<file path="config.mk">
export PLATFORM = sky130hd
export DESIGN_NAME = uc_seq
export DESIGN_NICKNAME = d
export VERILOG_FILES = /design/src/rtl/uc_seq.sv
export SDC_FILE = /design/constraint.sdc
export NUM_CORES = 1
export LEC_CHECK = 0
export ABC_AREA = 1
export BUFFER_PORTS_ARGS = -buffer_cell sky130_fd_sc_hd__buf_4
export CAP_MARGIN = 20
export CORE_ASPECT_RATIO = 1.5
export CORE_MARGIN = 1.5
export CORE_UTILIZATION = 56
export DETAILED_ROUTE_END_ITERATION = 10
export PLACE_DENSITY_LB_ADDON = 0.25
export SLEW_MARGIN = 20
export SYNTH_ARGS = -nofsm -noshare
export SYNTH_HDL_FRONTEND = slang
export SYNTH_SLANG_ARGS = --single-unit
</file>
<file path="constraint.sdc">
create_clock -name clk -period 3.5 [get_ports clk]
set_input_delay 0.525 -clock clk [delete_from_list [all_inputs] [get_ports clk]]
set_output_delay 0.525 -clock clk [all_outputs]
set_load 0.02 [all_outputs]
</file>
<file path="src/rtl/uc_seq.sv">
// Sequenced control unit: opcode/z decode gated by an IDLE/RUN/STEP/HALT/ERR
// state machine, plus a wrapping retired-instruction counter.
module uc_seq #(
  parameter int unsigned CNT_W   = 16,
  parameter logic [5:0]  HALT_OP = 6'b000001
) (
  input  logic             clk,
  input  logic             reset,
  input  logic [5:0]       Opcode,
  input  logic             z,
  input  logic             run,
  input  logic             step,
  output logic             s_inc,
  output logic             s_inm,
  output logic             we3,
  output logic             wez,
  output logic [2:0]       Op,
  output logic             pc_we,
  output logic             busy,
  output logic             halted,
  output logic             err,
  output logic [CNT_W-1:0] icount
);

  typedef enum logic [2:0] {S_IDLE, S_RUN, S_STEP, S_HALT, S_ERR} state_t;

  state_t           state_q, state_d;
  logic [CNT_W-1:0] icount_q, icount_d;

  logic       is_halt, legal, active;
  logic       dec_s_inc, dec_s_inm, dec_we3, dec_wez, dec_pc_we;
  logic [2:0] dec_op;

  // Raw decode of the opcode, independent of state.
  always_comb begin
    is_halt   = (Opcode == HALT_OP);
    legal     = 1'b0;
    dec_s_inc = 1'b0;
    dec_s_inm = 1'b0;
    dec_we3   = 1'b0;
    dec_wez   = 1'b0;
    dec_pc_we = 1'b0;
    dec_op    = '0;
    if (!is_halt) begin
      casez (Opcode)
        6'b1?????: begin
          legal = 1'b1; dec_s_inc = 1'b1; dec_we3 = 1'b1; dec_wez = 1'b1;
          dec_op = Opcode[4:2]; dec_pc_we = 1'b1;
        end
        6'b0001??: begin
          legal = 1'b1; dec_s_inc = 1'b1; dec_s_inm = 1'b1; dec_we3 = 1'b1;
          dec_pc_we = 1'b1;
        end
        6'b000000: begin
          legal = 1'b1; dec_s_inc = 1'b1; dec_pc_we = 1'b1;
        end
        6'b010000: begin
          legal = 1'b1; dec_pc_we = 1'b1;
        end
        6'b010001: begin
          legal = 1'b1; dec_s_inc = ~z; dec_pc_we = 1'b1;
        end
        6'b010010: begin
          legal = 1'b1; dec_s_inc = z; dec_pc_we = 1'b1;
        end
        default: legal = 1'b0;
      endcase
    end
  end

  // Controls are live only while executing and never during a reset cycle.
  always_comb begin
    active = reset && ((state_q == S_RUN) || (state_q == S_STEP));
    s_inc  = active & dec_s_inc;
    s_inm  = active & dec_s_inm;
    we3    = active & dec_we3;
    wez    = active & dec_wez;
    pc_we  = active & dec_pc_we;
    Op     = active ? dec_op : 3'b000;
  end

  always_comb begin
    state_d  = state_q;
    icount_d = icount_q;
    if (active && legal) icount_d = icount_q + CNT_W'(1);
    unique case (state_q)
      S_IDLE: begin
        if (run)       state_d = S_RUN;
        else if (step) state_d = S_STEP;
      end
      S_RUN: begin
        if (is_halt)     state_d = S_HALT;
        else if (!legal) state_d = S_ERR;
        else if (!run)   state_d = S_IDLE;
      end
      S_STEP: begin
        if (is_halt)     state_d = S_HALT;
        else if (!legal) state_d = S_ERR;
        else             state_d = S_IDLE;
      end
      S_HALT:  state_d = S_HALT;
      S_ERR:   state_d = S_ERR;
      default: state_d = S_IDLE;
    endcase
  end

  always_ff @(posedge clk) begin
    if (!reset) begin
      state_q  <= S_IDLE;
      icount_q <= '0;
    end else begin
      state_q  <= state_d;
      icount_q <= icount_d;
    end
  end

  assign busy   = (state_q == S_RUN) || (state_q == S_STEP);
  assign halted = (state_q == S_HALT);
  assign err    = (state_q == S_ERR);
  assign icount = icount_q;

endmodule

</file>
Yosys cells after proc, flatten, opt, wreduce, memory -nomap -nowiden --
Cells that the tools add are included.
Word-level totals: flip-flop bits (word level) 19, input port bits 11, output and inout port bits 27, word-level logic and storage cells 50
Cells by class: $add $sub $neg 1, equality and inequality tests 11, multiplexer cells 21, bitwise operators 6, reductions and logical operators 9
Operator list (count):
- 2-to-1 mux 3 bit | 10
- == test 6 x 5 -> 1 bit (second input constant) | 3
- adder 16 x 1 -> 16 bit (second input constant) | 1
- case mux 3 bit (5 select lines) | 1
- 2-to-1 mux 1 bit | 9
- == test 3 x 2 -> 1 bit (second input constant) | 2
- == test 6 x 1 -> 1 bit (second input constant) | 1
- zero test 6 bit | 1
- OR reduction 6 bit | 1
- AND 1 bit | 5
- == test 4 x 1 -> 1 bit (second input constant) | 1
- != test 4 bit (second input constant) | 1
- == test 3 x 1 -> 1 bit (second input constant) | 1
- == test 3 bit (second input constant) | 1
- zero test 3 bit | 1
- != test 3 bit (second input constant) | 1
- case mux 1 bit (3 select lines) | 1
- OR reduction 3 bit | 1
- logical AND 1 bit | 2
- AND reduction 2 bit | 1
- OR reduction 2 bit | 1
- logical OR 1 bit | 1
- NOT 1 bit | 1

Depth between registers and ports, before layout --
word-level depth 7, depth in mapped cells 9

Worst setup path before layout --
OpenSTA, ideal clock, no wires.
path kind input to output, start in Opcode[2], end out s_inc, data arrival time 1.491 ns, required time 2.975 ns, setup slack 1.484 ns, cell stages on the path 4, buffers on the path 0, path through nor2_1 > nand3_2 > mux2_2 > a21oi_1
Between the ends: cells in the longest elaborated chain, start to end 5, elaborated cells on any way between the ends 9
Ends and longest elaborated chain:
- from (decl) | line 9 | input logic [5:0] Opcode,
- == test 4 x 1 -> 1 bit or zero test 6 bit (tied branches) | line 45 | casez (Opcode)
- OR reduction 3 bit (no line)
- case mux 1 bit (3 select lines) | line 45
- 2-to-1 mux 1 bit (*) | line 44 | if (!is_halt) begin
- AND 1 bit (*) | line 74 | s_inc = active & dec_s_inc;
- to (decl) | line 13 | output logic s_inc,
Mark *: on every way between the ends. The rest lies on a longest branch, timed or not.

Worst setup path after layout --
start reg state_q[0], end out pc_we
Between the ends: cells in the longest elaborated chain, start to end 4, elaborated cells on any way between the ends 5
Ends and longest elaborated chain:
- from (decl) | line 27 | state_t state_q, state_d;
- from (signal assigned) | line 112 | state_q <= state_d;
- == test 3 x 1 -> 1 bit or == test 3 x 2 -> 1 bit (tied branches) | line 73 | active = reset && ((state_q == S_RUN) || (state_q == S_STEP));
- logical OR 1 bit (*) | line 73
- logical AND 1 bit (*) | line 73
- AND 1 bit (*) | line 78 | pc_we = active & dec_pc_we;
- to (decl) | line 18 | output logic pc_we,
Marked as above.

==> summary.txt <==
Route
  – Via density: about 5.3
  – Drt first pass iters: 7
  – Detailed-route DRC error count: 3
  – Antenna viol nets, final: 0
  – Routed wire length: between 3000 and 4000 um
  – Routed wire per std cell: 11.6 um
  – Vias: roughly 1,500
  – Initial drt markers: 34

Synthesis
  – Synth warnings: 0
  – Sequential area share after synthesis: a little over a quarter
  – Syn Std Cell Area: about 1400 sq um
  – Cell count after synthesis: about 220
  – Post-Syn Nets: roughly 230
  – Yosys reg bits: 19
  – Unique masters post-synth: 26
  – Syn Area/Cell: 6.54 sq um

Power
  – Combinational power share: a little over a quarter
  – P per Cell Area: between 200 and 300 nW/um^2
  – PnR Total Power: 464 uW
  – Net switching power figure: roughly 160 uW
  – Flop pwr share: 49.1%
  – Sw frac: between 30% and 40%
  – Pleak: roughly 0.73 nW
  – Int Power: a little over 300 uW
  – Worst IR Drop VDD: between 0.0002 and 0.00025 V
  – Clock network power share: between 20 and 25%

Die
  – Die width: about 44 um
  – Core ar.: 2450 sq um
  – Die Y: roughly 65 um
  – Row cnt: 22
  – Initial Utilization: between 50 and 60%
  – Num ports: 38
  – Die area: between 2000 and 3000 sq um

Critical path
  – Data arrival, critical path: between 1.5 and 2 ns
  – WP data required: 2.97 ns
  – Critical-path maximum fanout: 10
  – Startpoint types: flop
  – CP Class: flop to output port
  – CP Capture Type: output port

STA
  – Fin crit share: between 60 and 70%
  – Post-layout min period: 2.13 ns
  – Final hold violation count: 0
  – Skew final: a little under 0.01 ns
  – Slew Limit Fails: 0
  – Slew @ Worst Pin: around 0.27 ns
  – Max Clk Rate: roughly 470 MHz
  – RSZ-0062 raised after global routing: no
  – Setup TNS: 0 ns
  – Final WS setup: roughly 1.4 ns
  – Max-slew headroom: slightly above 80%
  – Final setup violating endpoints: 0

Placed design
  – Placed wire-length estimate: 2500 um
  – Post-Place Cells: 279
  – GP Congestion: between 0.8 and 0.9
  – Count of input and output buffers: 37
  – Post-Place Setup Slack: roughly 1.4 ns

Hold path
  – Hold WC Path Type: input port to flop

Cells and area
  – Most frequent cells in the layout: nand2_1, buf_4, nor2_1
  – Nets: roughly 270
  – Layout cell share with drive strength beyond 1: around 31%
  – Layout area overhead: 22.2%
  – Commonest non-fill, non-tap cell in the layout: nand2_1
  – Finished Layout Cells: approximately 280
  – N_diodes: 0

Global route
  – Grt ovf: 0
  – Vias in the first global route: 1,396
  – Initial antenna violation count: 0
  – First-pass GRT wire length: around 5700 um
  – Largest net degree at the start of global routing: 18
  – Total GRT Usage: 25.5%

Clock tree
  – H-tree levels: 1
  – Worst skew pair latency: roughly 0.3 ns
  – Post-CTS setup buffer count: 0
  – Clock slew at reported path FFs: 0.12 ns
  – Clock buffer depth: 2
  – TritonCTS clock tree: yes
  – TritonCTS Buffers: 3
  – Root Buffer Master: clkbuf_4
  – Clk sink count: 19
  – Post-CTS sizing: 0
  – CTS Hold Bufs: 0

Outcome
  – Failing checks: design-rule violations
  – Status: finished with violations

Flow run
  – MaxCap Viol Count: 0
state kept, by name, indices dropped and copies added (netlist names):
signal / flops
icount: 16
state_q: 3
metal layers:
layer	up-vias	track usage, %	part of all wire [%]
met5	-	0	0
met4	0	8.33	1.7
met3	7	1.67	3.5
met2	33	49.8	53
met1	672	27.1	42
li1	795	-	-
final cells by class:
class,instances,area [sq um]
fill,229,701
sequential,19,380
tap,24,30.0
clock buffer,3,22.5
multi-input combinational,177,945
inverter,21,81.3
timing repair buffer,38,285
clock inverter,1,5.00
critical path, cell delays in order (launching register included):
cell and delay [ns]:
dfxtp_1 0.37, nor2_1 0.09, inv_2 0.09, nand3_4 0.10, nor2_8 0.19, inv_4 0.09
nor2_8 0.19, buf_4 0.17
through the flow:
stage / hold slack (ns) / utilization [%] / instance area (sq um)
floorplan: 0.491 / - / 1430
global placement: 0.489 / 70.3 / 1720
detailed placement: 0.518 / 70.3 / 1720
CTS: 0.480 / 71.4 / 1750
global route: 0.498 / 71.4 / 1750
finish: 0.479 / 71.4 / 1750
cell usage after synthesis:
master     n  area, sq um
dfxtp_1   19          380
nand2_1   59          221
or2_2      1         6.26
xor2_1     4         35.0
inv_4      1         6.26
inv_2      3         11.3
nand3_4    2         35.0
nand2_4    1         11.3
inv_1     17         63.8
nor3_1     7         35.0
o21ai_0    6         30.0
buf_2      1         5.00
o21ai_2    1         8.76
mux2_2     1         11.3
ha_1       1         12.5
nand3_2    1         10.0
a21oi_1    8         40.0
nand2_2   10         62.6
nor2_8     2         40.0
nand3_1   18         90.1
nor2_1    31          116
nand3b_1   3         22.5
nor2_2     6         37.5
a21oi_2   10         87.6
buf_12     1         20.0
nand4_1    5         31.3
kinds of logic (layout without fill, tap and decap cells):
logic type,count (synthesis),count (layout),synth area share [%]
AOI/OAI and AO/OA,25,25,11.6
xor gates and xnor gates,4,4,2.45
adders and majority gates,1,1,0.874
buffers and inverters,23,63,7.43
DFF,19,19,26.6
muxes,1,1,0.787
and+or+nand+nor,146,146,50.3
worst paths after layout:
path	cells after the start	endpoint	start	slack, ns
min reg2reg	2	icount[15]	icount[15]	0.53
max	7	pc_we	state_q[0]	1.37
max reg2reg	6	icount[6]	icount[0]	1.95
min	3	icount[0]	reset	0.48
power groups by stage:
stage,registers [mW],logic [mW],clock network (mW)
2_1_floorplan,0.234,0.0848,0
3_3_place_gp,0.233,0.121,0
3_5_place_dp,0.233,0.123,0
4_1_cts,0.228,0.124,0.116
5_1_grt,0.230,0.134,0.125
6_report,0.228,0.122,0.114
(Power assumes the default switching activity.)
